[src/rtl/reg_status_commit_if.sv]
// Bundle between the issue stage / ROB and the register-status tracker.
// Carries global ready/flush, issue, dependency lookups, commit and the
// register-file write port.
interface reg_status_commit_if #(
    parameter int unsigned ROB_TAG_W = 3
);
    logic                 rdy_in;
    logic                 flush_pipline;

    logic                 issue_valid;
    logic [4:0]           issue_rd_id;
    logic [ROB_TAG_W-1:0] issue_rob_tag;

    logic [4:0]           rs1_query_id;
    logic                 rs1_busy;
    logic [ROB_TAG_W-1:0] rs1_tag;
    logic [4:0]           rs2_query_id;
    logic                 rs2_busy;
    logic [ROB_TAG_W-1:0] rs2_tag;

    logic                 rs1_fwd_valid;
    logic                 rs2_fwd_valid;
    logic [31:0]          rs1_fwd_val;
    logic [31:0]          rs2_fwd_val;

    logic                 commit_valid;
    logic [4:0]           commit_rd_id;
    logic [ROB_TAG_W-1:0] commit_rob_tag;
    logic [31:0]          commit_val;

    logic                 is_writing_rd;
    logic [4:0]           rd_reg_id;
    logic [31:0]          rd_val;

    // Pipeline side: drives issue/lookup/commit, observes status and writes.
    modport master (
        output rdy_in, flush_pipline,
        output issue_valid, issue_rd_id, issue_rob_tag,
        output rs1_query_id, rs2_query_id,
        input  rs1_busy, rs1_tag, rs2_busy, rs2_tag,
        input  rs1_fwd_valid, rs2_fwd_valid, rs1_fwd_val, rs2_fwd_val,
        output commit_valid, commit_rd_id, commit_rob_tag, commit_val,
        input  is_writing_rd, rd_reg_id, rd_val
    );

    // Tracker side.
    modport slave (
        input  rdy_in, flush_pipline,
        input  issue_valid, issue_rd_id, issue_rob_tag,
        input  rs1_query_id, rs2_query_id,
        output rs1_busy, rs1_tag, rs2_busy, rs2_tag,
        output rs1_fwd_valid, rs2_fwd_valid, rs1_fwd_val, rs2_fwd_val,
        input  commit_valid, commit_rd_id, commit_rob_tag, commit_val,
        output is_writing_rd, rd_reg_id, rd_val
    );
endinterface

[src/rtl/reg_status_commit.sv]
// Register status table with commit write port.
// Tracks per architectural register whether an in-flight producer exists and
// its ROB tag, answers two issue-stage lookups, and turns ROB commits into a
// register-file write one cycle later.
// Optional macro REG_STATUS_FWD_EN: same-cycle forwarding of the committing
// value and of the value currently on the register-file write port.
module reg_status_commit #(
    parameter int unsigned ROB_TAG_W = 3
) (
    input logic               clk_in,
    input logic               rst_n_in,
    reg_status_commit_if.slave bus
);
    localparam int unsigned NUM_REGS = 32;
    localparam int unsigned REG_ID_W = 5;
    localparam int unsigned DATA_W   = 32;
    localparam int unsigned NUM_QRY  = 2;

    logic [NUM_REGS-1:0]  busy_q, busy_d;
    logic [ROB_TAG_W-1:0] tag_q [NUM_REGS];
    logic [ROB_TAG_W-1:0] tag_d [NUM_REGS];

    logic                 wr_q, wr_d;
    logic [REG_ID_W-1:0]  wr_id_q, wr_id_d;
    logic [DATA_W-1:0]    wr_val_q, wr_val_d;

    logic                 commit_owner_c;

    logic [REG_ID_W-1:0]  qry_id   [NUM_QRY];
    logic [NUM_QRY-1:0]   qry_busy;
    logic [ROB_TAG_W-1:0] qry_tag  [NUM_QRY];
    logic [NUM_QRY-1:0]   qry_fwd;
    logic [DATA_W-1:0]    qry_fval [NUM_QRY];

    // Commit releases the register only if it is still the registered owner.
    assign commit_owner_c = bus.commit_valid
                         && (bus.commit_rd_id != '0)
                         && busy_q[bus.commit_rd_id]
                         && (tag_q[bus.commit_rd_id] == bus.commit_rob_tag);

    // Next-state: flush beats issue, issue beats a same-register release.
    always_comb begin
        busy_d   = busy_q;
        tag_d    = tag_q;
        wr_d     = wr_q;
        wr_id_d  = wr_id_q;
        wr_val_d = wr_val_q;
        if (bus.rdy_in) begin
            wr_d = 1'b0;
            if (bus.commit_valid && (bus.commit_rd_id != '0)) begin
                wr_d     = 1'b1;
                wr_id_d  = bus.commit_rd_id;
                wr_val_d = bus.commit_val;
            end
            if (bus.flush_pipline) begin
                busy_d = '0;
            end else begin
                if (commit_owner_c) begin
                    busy_d[bus.commit_rd_id] = 1'b0;
                end
                if (bus.issue_valid && (bus.issue_rd_id != '0)) begin
                    busy_d[bus.issue_rd_id] = 1'b1;
                    tag_d[bus.issue_rd_id]  = bus.issue_rob_tag;
                end
            end
        end
    end

    // State and write-port registers; reset drops any pending write.
    always_ff @(posedge clk_in or negedge rst_n_in) begin
        if (!rst_n_in) begin
            busy_q   <= '0;
            tag_q    <= '{default: '0};
            wr_q     <= 1'b0;
            wr_id_q  <= '0;
            wr_val_q <= '0;
        end else begin
            busy_q   <= busy_d;
            tag_q    <= tag_d;
            wr_q     <= wr_d;
            wr_id_q  <= wr_id_d;
            wr_val_q <= wr_val_d;
        end
    end

    assign qry_id[0] = bus.rs1_query_id;
    assign qry_id[1] = bus.rs2_query_id;

    // Dependency lookups from current state; x0 is never busy.
    always_comb begin
        qry_busy = '0;
        qry_tag  = '{default: '0};
        qry_fwd  = '0;
        qry_fval = '{default: '0};
        for (int p = 0; p < int'(NUM_QRY); p++) begin
            if (qry_id[p] != '0) begin
                qry_busy[p] = busy_q[qry_id[p]];
                qry_tag[p]  = tag_q[qry_id[p]];
`ifdef REG_STATUS_FWD_EN
                if (bus.rdy_in && commit_owner_c && (bus.commit_rd_id == qry_id[p])) begin
                    qry_fwd[p]  = 1'b1;
                    qry_fval[p] = bus.commit_val;
                    qry_busy[p] = 1'b0;
                end else if (wr_q && (wr_id_q == qry_id[p])) begin
                    qry_fwd[p]  = 1'b1;
                    qry_fval[p] = wr_val_q;
                end
`endif
            end
        end
    end

    assign bus.rs1_busy      = qry_busy[0];
    assign bus.rs1_tag       = qry_tag[0];
    assign bus.rs2_busy      = qry_busy[1];
    assign bus.rs2_tag       = qry_tag[1];
    assign bus.rs1_fwd_valid = qry_fwd[0];
    assign bus.rs1_fwd_val   = qry_fval[0];
    assign bus.rs2_fwd_valid = qry_fwd[1];
    assign bus.rs2_fwd_val   = qry_fval[1];

    assign bus.is_writing_rd = wr_q;
    assign bus.rd_reg_id     = wr_id_q;
    assign bus.rd_val        = wr_val_q;
endmodule

[src/flat_wrapper.sv]
// flat-port wrapper written by rule: the top's interface ports become plain ports
module reg_status_commit_flat 
#(
    parameter int unsigned ROB_TAG_W = 3
)
  (clk_in, rst_n_in, bus_rdy_in, bus_flush_pipline, bus_issue_valid, bus_issue_rd_id, bus_issue_rob_tag, bus_rs1_query_id, bus_rs2_query_id, bus_rs1_busy, bus_rs1_tag, bus_rs2_busy, bus_rs2_tag, bus_rs1_fwd_valid, bus_rs2_fwd_valid, bus_rs1_fwd_val, bus_rs2_fwd_val, bus_commit_valid, bus_commit_rd_id, bus_commit_rob_tag, bus_commit_val, bus_is_writing_rd, bus_rd_reg_id, bus_rd_val);
  reg_status_commit_if #(.ROB_TAG_W(ROB_TAG_W)) bus_i ();
  input logic clk_in;
  input logic rst_n_in;
  input wire logic [$bits(bus_i.rdy_in)-1:0] bus_rdy_in;
  input wire logic [$bits(bus_i.flush_pipline)-1:0] bus_flush_pipline;
  input wire logic [$bits(bus_i.issue_valid)-1:0] bus_issue_valid;
  input wire logic [$bits(bus_i.issue_rd_id)-1:0] bus_issue_rd_id;
  input wire logic [$bits(bus_i.issue_rob_tag)-1:0] bus_issue_rob_tag;
  input wire logic [$bits(bus_i.rs1_query_id)-1:0] bus_rs1_query_id;
  input wire logic [$bits(bus_i.rs2_query_id)-1:0] bus_rs2_query_id;
  output wire logic [$bits(bus_i.rs1_busy)-1:0] bus_rs1_busy;
  output wire logic [$bits(bus_i.rs1_tag)-1:0] bus_rs1_tag;
  output wire logic [$bits(bus_i.rs2_busy)-1:0] bus_rs2_busy;
  output wire logic [$bits(bus_i.rs2_tag)-1:0] bus_rs2_tag;
  output wire logic [$bits(bus_i.rs1_fwd_valid)-1:0] bus_rs1_fwd_valid;
  output wire logic [$bits(bus_i.rs2_fwd_valid)-1:0] bus_rs2_fwd_valid;
  output wire logic [$bits(bus_i.rs1_fwd_val)-1:0] bus_rs1_fwd_val;
  output wire logic [$bits(bus_i.rs2_fwd_val)-1:0] bus_rs2_fwd_val;
  input wire logic [$bits(bus_i.commit_valid)-1:0] bus_commit_valid;
  input wire logic [$bits(bus_i.commit_rd_id)-1:0] bus_commit_rd_id;
  input wire logic [$bits(bus_i.commit_rob_tag)-1:0] bus_commit_rob_tag;
  input wire logic [$bits(bus_i.commit_val)-1:0] bus_commit_val;
  output wire logic [$bits(bus_i.is_writing_rd)-1:0] bus_is_writing_rd;
  output wire logic [$bits(bus_i.rd_reg_id)-1:0] bus_rd_reg_id;
  output wire logic [$bits(bus_i.rd_val)-1:0] bus_rd_val;
  assign bus_i.rdy_in = bus_rdy_in;
  assign bus_i.flush_pipline = bus_flush_pipline;
  assign bus_i.issue_valid = bus_issue_valid;
  assign bus_i.issue_rd_id = bus_issue_rd_id;
  assign bus_i.issue_rob_tag = bus_issue_rob_tag;
  assign bus_i.rs1_query_id = bus_rs1_query_id;
  assign bus_i.rs2_query_id = bus_rs2_query_id;
  assign bus_rs1_busy = bus_i.rs1_busy;
  assign bus_rs1_tag = bus_i.rs1_tag;
  assign bus_rs2_busy = bus_i.rs2_busy;
  assign bus_rs2_tag = bus_i.rs2_tag;
  assign bus_rs1_fwd_valid = bus_i.rs1_fwd_valid;
  assign bus_rs2_fwd_valid = bus_i.rs2_fwd_valid;
  assign bus_rs1_fwd_val = bus_i.rs1_fwd_val;
  assign bus_rs2_fwd_val = bus_i.rs2_fwd_val;
  assign bus_i.commit_valid = bus_commit_valid;
  assign bus_i.commit_rd_id = bus_commit_rd_id;
  assign bus_i.commit_rob_tag = bus_commit_rob_tag;
  assign bus_i.commit_val = bus_commit_val;
  assign bus_is_writing_rd = bus_i.is_writing_rd;
  assign bus_rd_reg_id = bus_i.rd_reg_id;
  assign bus_rd_val = bus_i.rd_val;
  reg_status_commit #(.ROB_TAG_W(ROB_TAG_W)) u_core (.clk_in(clk_in), .rst_n_in(rst_n_in), .bus(bus_i));
endmodule
[config.mk]
export PLATFORM = sky130hd
export DESIGN_NAME = reg_status_commit_flat
export DESIGN_NICKNAME = d
export VERILOG_FILES = /design/src/rtl/reg_status_commit_if.sv /design/src/rtl/reg_status_commit.sv /design/src/flat_wrapper.sv
export SDC_FILE = /design/constraint.sdc
export NUM_CORES = 1
export LEC_CHECK = 0
export ABC_CLOCK_PERIOD_IN_PS = 7300
export CORE_MARGIN = 10
export CORE_UTILIZATION = 38
export DETAILED_ROUTE_END_ITERATION = 8
export GPL_ROUTABILITY_DRIVEN = 0
export HOLD_SLACK_MARGIN = 0.1
export PLACE_DENSITY = 0.62
export SETUP_SLACK_MARGIN = 0.3
export SYNTH_ARGS = -nofsm -noshare
export SYNTH_HDL_FRONTEND = slang
export SYNTH_SLANG_ARGS = --single-unit
[constraint.sdc]
create_clock -name clk_in -period 7.3 [get_ports clk_in]
set_clock_uncertainty 0.05 [all_clocks]
set_input_delay 1.46 -clock clk_in [delete_from_list [all_inputs] [get_ports clk_in]]
set_output_delay 1.46 -clock clk_in [all_outputs]
set_load 0.01 [all_outputs]
# After elaboration in Yosys (flattened, before gate mapping)

Cells that the tools add are included.

Shifts and indexed selects: 0
Order comparisons: 11
$mul: 0
Multiplexer cells: 32
Eq/ne operators: 1
Bitwise logic cells: 8
Reduce and logical (&&, ||, !) cells: 13
Divide/modulo/power cells: 0
Add/sub/neg operators: 0

Operators with widths:

| operator             | number |
|---|---|
| $mux W32             | 5 |
| $bwmux W96           | 1 |
| $bmux W3 S5          | 3 |
| $and A32 B32 Y32     | 1 |
| $not A32 Y32         | 1 |
| $or A32 B32 Y32      | 1 |
| $mux W3              | 9 |
| $ge A6 B6 Y1 const B | 4 |
| $lt A5 B6 Y1 const B | 4 |
| $not A5 Y6           | 4 |
| $reduce_bool A5 Y1   | 4 |
| $bmux W1 S5          | 3 |
| $demux W3 S5         | 1 |
| $demux W1 S5         | 2 |
| $ge A5 B1 Y1 const B | 2 |
| $mux W1              | 8 |
| $logic_and A1 B1 Y1  | 7 |
| $lt A6 B1 Y1 const B | 1 |
| $eq A3 B3 Y1         | 1 |
| $reduce_and A3 Y1    | 1 |
| $reduce_and A2 Y1    | 1 |
| $not A1 Y1           | 1 |

Memory bits (writable): 0
Logic and storage cells: 101
Latch bits: 0
Bits in registers: 166
ROM bits: 0
Memories kept: 0

# Depth between registers and ports, before layout

Depth after elaboration: 12
Mapped depth: 11
Mapped depth without buffers: 7

# Worst setup path after synthesis

Ideal clock, no wire load.

Path type: input to output
From: input bus_rs1_query_id[0]
To: output bus_rs1_busy
Path slack: 2569 ps
Data arrival time: 3221 ps
Stages on the path: 6
Buffers on the path: 2
Cells stage by stage: clkbuf_1 -> buf_2 -> mux4_2 -> mux4_2 -> mux2i_1 -> nor2_1

Longest elaborated chain between the ends: 3
Elaborated cells on any way between the ends: 4
Classes of those cells: mux: 3; reduce/logical: 1

RTL lines:

| element                       | line                    | text |
|---|---|---|
| start: declaration            | flat_wrapper.sv:15      | `input wire logic [$bits(bus_i.rs1_query_id)-1:0] bus_rs1_query_id;` |
| $bmux W1 S5                   | reg_status_commit.sv:97 | `qry_busy[p] = busy_q[qry_id[p]];` |
| $mux W1 (not written as such) | reg_status_commit.sv:97 |  |
| $mux W1 *                     | reg_status_commit.sv:96 | `if (qry_id[p] != '0) begin` |
| end: declaration              | flat_wrapper.sv:17      | `output wire logic [$bits(bus_i.rs1_busy)-1:0] bus_rs1_busy;` |

Every way passes the cells marked *; elsewhere a longest branch is shown, timed or not. The select of a mux whose other input is x is not followed.

# Worst setup path in the final report

From: input bus_rs1_query_id[1]
To: output bus_rs1_tag[0]

Longest elaborated chain between the ends: 5
Elaborated cells on any way between the ends: 6
Classes of those cells: mux: 4; bitwise: 1; reduce/logical: 1

RTL lines:

| element                                    | line                    | text |
|---|---|---|
| $not A5 Y6 (not written as such)           | reg_status_commit.sv:98 | `qry_tag[p] = tag_q[qry_id[p]];` |
| $bmux W3 S5                                | reg_status_commit.sv:98 |  |
| $mux W3 (not written as such) (2 in a row) | reg_status_commit.sv:98 |  |
| $mux W3 *                                  | reg_status_commit.sv:96 |  |
| end: declaration                           | flat_wrapper.sv:18      | `output wire logic [$bits(bus_i.rs1_tag)-1:0] bus_rs1_tag;` |

Marked as above.

==> flow_summary.yaml <==
status:
  status: "complete, no violations"
setup_path:
  critPathMaxStageDelay_ps: 1130
  cp-startpoint: "bus_rs1_query_id[1]"
  worst-path-stages: 7
  regToRegSetupSlack_ps: 4500
  critical-path-top-delay-family: "buffers and inverters"
  r2r_start: "u_core.tag_q[50]"
  critPathSlowestCell: "clkdlybuf4s50_1"
  crit_chain: "clkdlybuf4s50_1, buf_4, mux4_2, mux4_2, mux2i_1, nor2_1, clkdlybuf4s50_1"
  r2r_end: "u_core.busy_q[6]"
  worstSetupEndpointType: "output pin"
  reg2reg_depth: 8
  crit_fanout: 18
  cp_data_required_time_ps: 5790
  worstSetupEndpoint: "bus_rs1_tag[0]"
  cp-start-kind: "input port"
  crit_type: "in2out"
  path_buf_inv: 3
  cp.arrival_ps: 4570
clocking:
  clock_latency_ps: 440
  clkSinkCount: 166
  cts_setup_buffers: 0
  cts_buffers: 17
  path_clk_slew_ps: 60
  clockBufferDepth: 2
  cts_max_level: 4
  cts_resized: 0
  cts_tree: "built"
  cts_hold_buffers: 0
  cts-root-buf: "clkbuf_16"
logic_synthesis:
  synth_area_um2: 10600
  netlist_instances: 848
  yosys_warnings: 0
  ys_types: 47
  yosysSeqAreaShare_pct: 39.1
  synth_area_per_cell_um2: 12.5
  synth_ff_type: "dfrtp_1"
  ys_seq_elements: 166
  synth_async_sr_flop_share_pct: 100
  synth_edf_count: 0
timing:
  tightest_slew_ps: 1170
  finalMaxSlewViolations: 0
  fin_setup_tns_ps: 0
  period_minus_slack_ps: 6080
  fin_crit_sh_pct: 83.3
  whs_ps: 390
  finalSetupViolations: 0
  worst_slack_ps: 1220
  rsz0062_at_grt: "false"
  max_freq_mhz: 164
  hold_violations: 0
  max-slew-margin-rel_pct: 21.8
floorplan:
  initial_core_util_pct: 38.4
  fp-row-count: 61
  die_h_um: 187
  ios: 176
  die_w_um: 187
  die-area_um2: 35100
  coreArea_um2: 27700
power:
  p_comb_share_pct: 20.7
  switchingPower_uw: 774
  clkPwrFrac_pct: 35.5
  p_leak_nw: 5.09
  ir_drop_uv: 147
  intPower_mw: 1.76
  power.share.switching_pct: 30.5
  seqPwrFrac_pct: 43.8
  powerDensity_nw_per_um2: 207
final_layout:
  layout_commonest_cell: "dfrtp_1"
  area_delta_synth_final_pct: 15.1
  layout_common_cells: "dfrtp_1 (166), mux2_2 (130), clkdlybuf4s50_1 (105)"
  fin_area_um2: 12200
  drive_gt1_share_pct: 29.7
  final_core_util_pct: 44.2
  nets: 977
  n_antenna_cell: 0
placement:
  portBuffers: 109
  dp_slack_ps: 1260
  hpwlAfterDp_um: 24500
  placed_area_um2: 11700
job:
  cap_violations: 0
global_route:
  grtUsageTotal_pct: 18.8
  antenna_found_initial: 0
  grt_max_degree: 107
  grt_pass1_vias: 7744
  grt_pass1_wl_um: 51000
  grt-ovfl-total: 0
detailed_routing:
  drtIter0Drc: 1034
  routed_wl_um: 33500
  wire_per_inst_um: 25.7
  antenna_left: 0
  drc: 0
  drt_pre_antenna_iters: 7
  viasPerCell: 5.98
  vias: 7798
min_path:
  hp-start: "u_core.tag_q[95]"
  hold_class: "reg2reg"
-- per-stage QoR --
stage | std cells | total power [mW]
2_1_floorplan | 913 | 1.43
3_3_place_gp | 1272 | 1.64
3_5_place_dp | 1272 | 1.65
4_1_cts | 1304 | 2.54
5_1_grt | 1304 | 2.63
6_report | 1304 | 2.54
-- cell usage after synthesis (all sizes together), types with 8 or more instances --
master | n | area, um^2
nand2b | 16 | 100
nand2 | 33 | 124
nor2 | 24 | 92.6
buf | 95 | 674
o22ai | 32 | 200
dfrtp | 166 | 4150
o21ai | 17 | 85.1
nor3b | 8 | 70.1
mux4 | 80 | 1800
a21oi | 16 | 95.1
mux2i | 72 | 721
or3 | 17 | 106
clkbuf | 43 | 163
a22oi | 19 | 173
mux2 | 130 | 1460
nor4 | 23 | 165
-- layout make-up --
cell class,instances,area (um^2)
fillers,2528,15500
multi-input cells,607,5880
flip-flops and latches,166,4150
repair buffers,119,1150
well taps,378,473
clock buffers,18,429
clock inverters,14,139
inverters,2,7.51
-- power by group through the flow --
stage | Combinational [mW] | Clock (mW) | Sequential [mW]
after floorplan | 0.328 | 0 | 1.10
after global placement | 0.519 | 0 | 1.12
after detailed placement | 0.523 | 0 | 1.13
after CTS | 0.525 | 0.909 | 1.11
after global routing | 0.561 | 0.948 | 1.12
final | 0.526 | 0.899 | 1.11
-- metal layers --
| metal | vias to the layer above | track usage (%) | routed length (um) |
|---|---|---|---|
| li1 | 3244 | - | - |
| met1 | 4000 | 24.7 | 13700 |
| met2 | 485 | 29.4 | 15800 |
| met3 | 69 | 3.78 | 2790 |
| met4 | 0 | 8.03 | 1200 |
| met5 | - | 0 | 0 |
-- worst min-delay path by stage --
stage,endpoint,slack [ps],depth (start not counted)
global placement,u_core.tag_q[95],370,0
detailed placement,u_core.tag_q[95],370,0
floorplan,u_core.tag_q[93],410,1
finish,u_core.tag_q[95],390,0
global route,u_core.tag_q[95],410,0
CTS,u_core.tag_q[95],390,0
-- flip-flops by register name, summed over array words and instances (netlist names) --
name	cells
u_core.tag_q	96
u_core.bus.rd_val	32
u_core.busy_q	32
u_core.bus.rd_reg_id	5
u_core.bus.is_writing_rd	1
-- logic make-up (layout without fill, tap and decap cells) --
family / after synthesis / after routing / synth area share, %
flops: 166 / 166 / 39.1
xor+xnor: 3 / 3 / 0.459
other cells: 1 / 66 / 0.0353
mux: 282 / 282 / 37.5
compound gates: 93 / 93 / 5.85
simple gates: 163 / 163 / 9.19
buf+inv: 140 / 153 / 7.94
(Power assumes the default switching activity.)
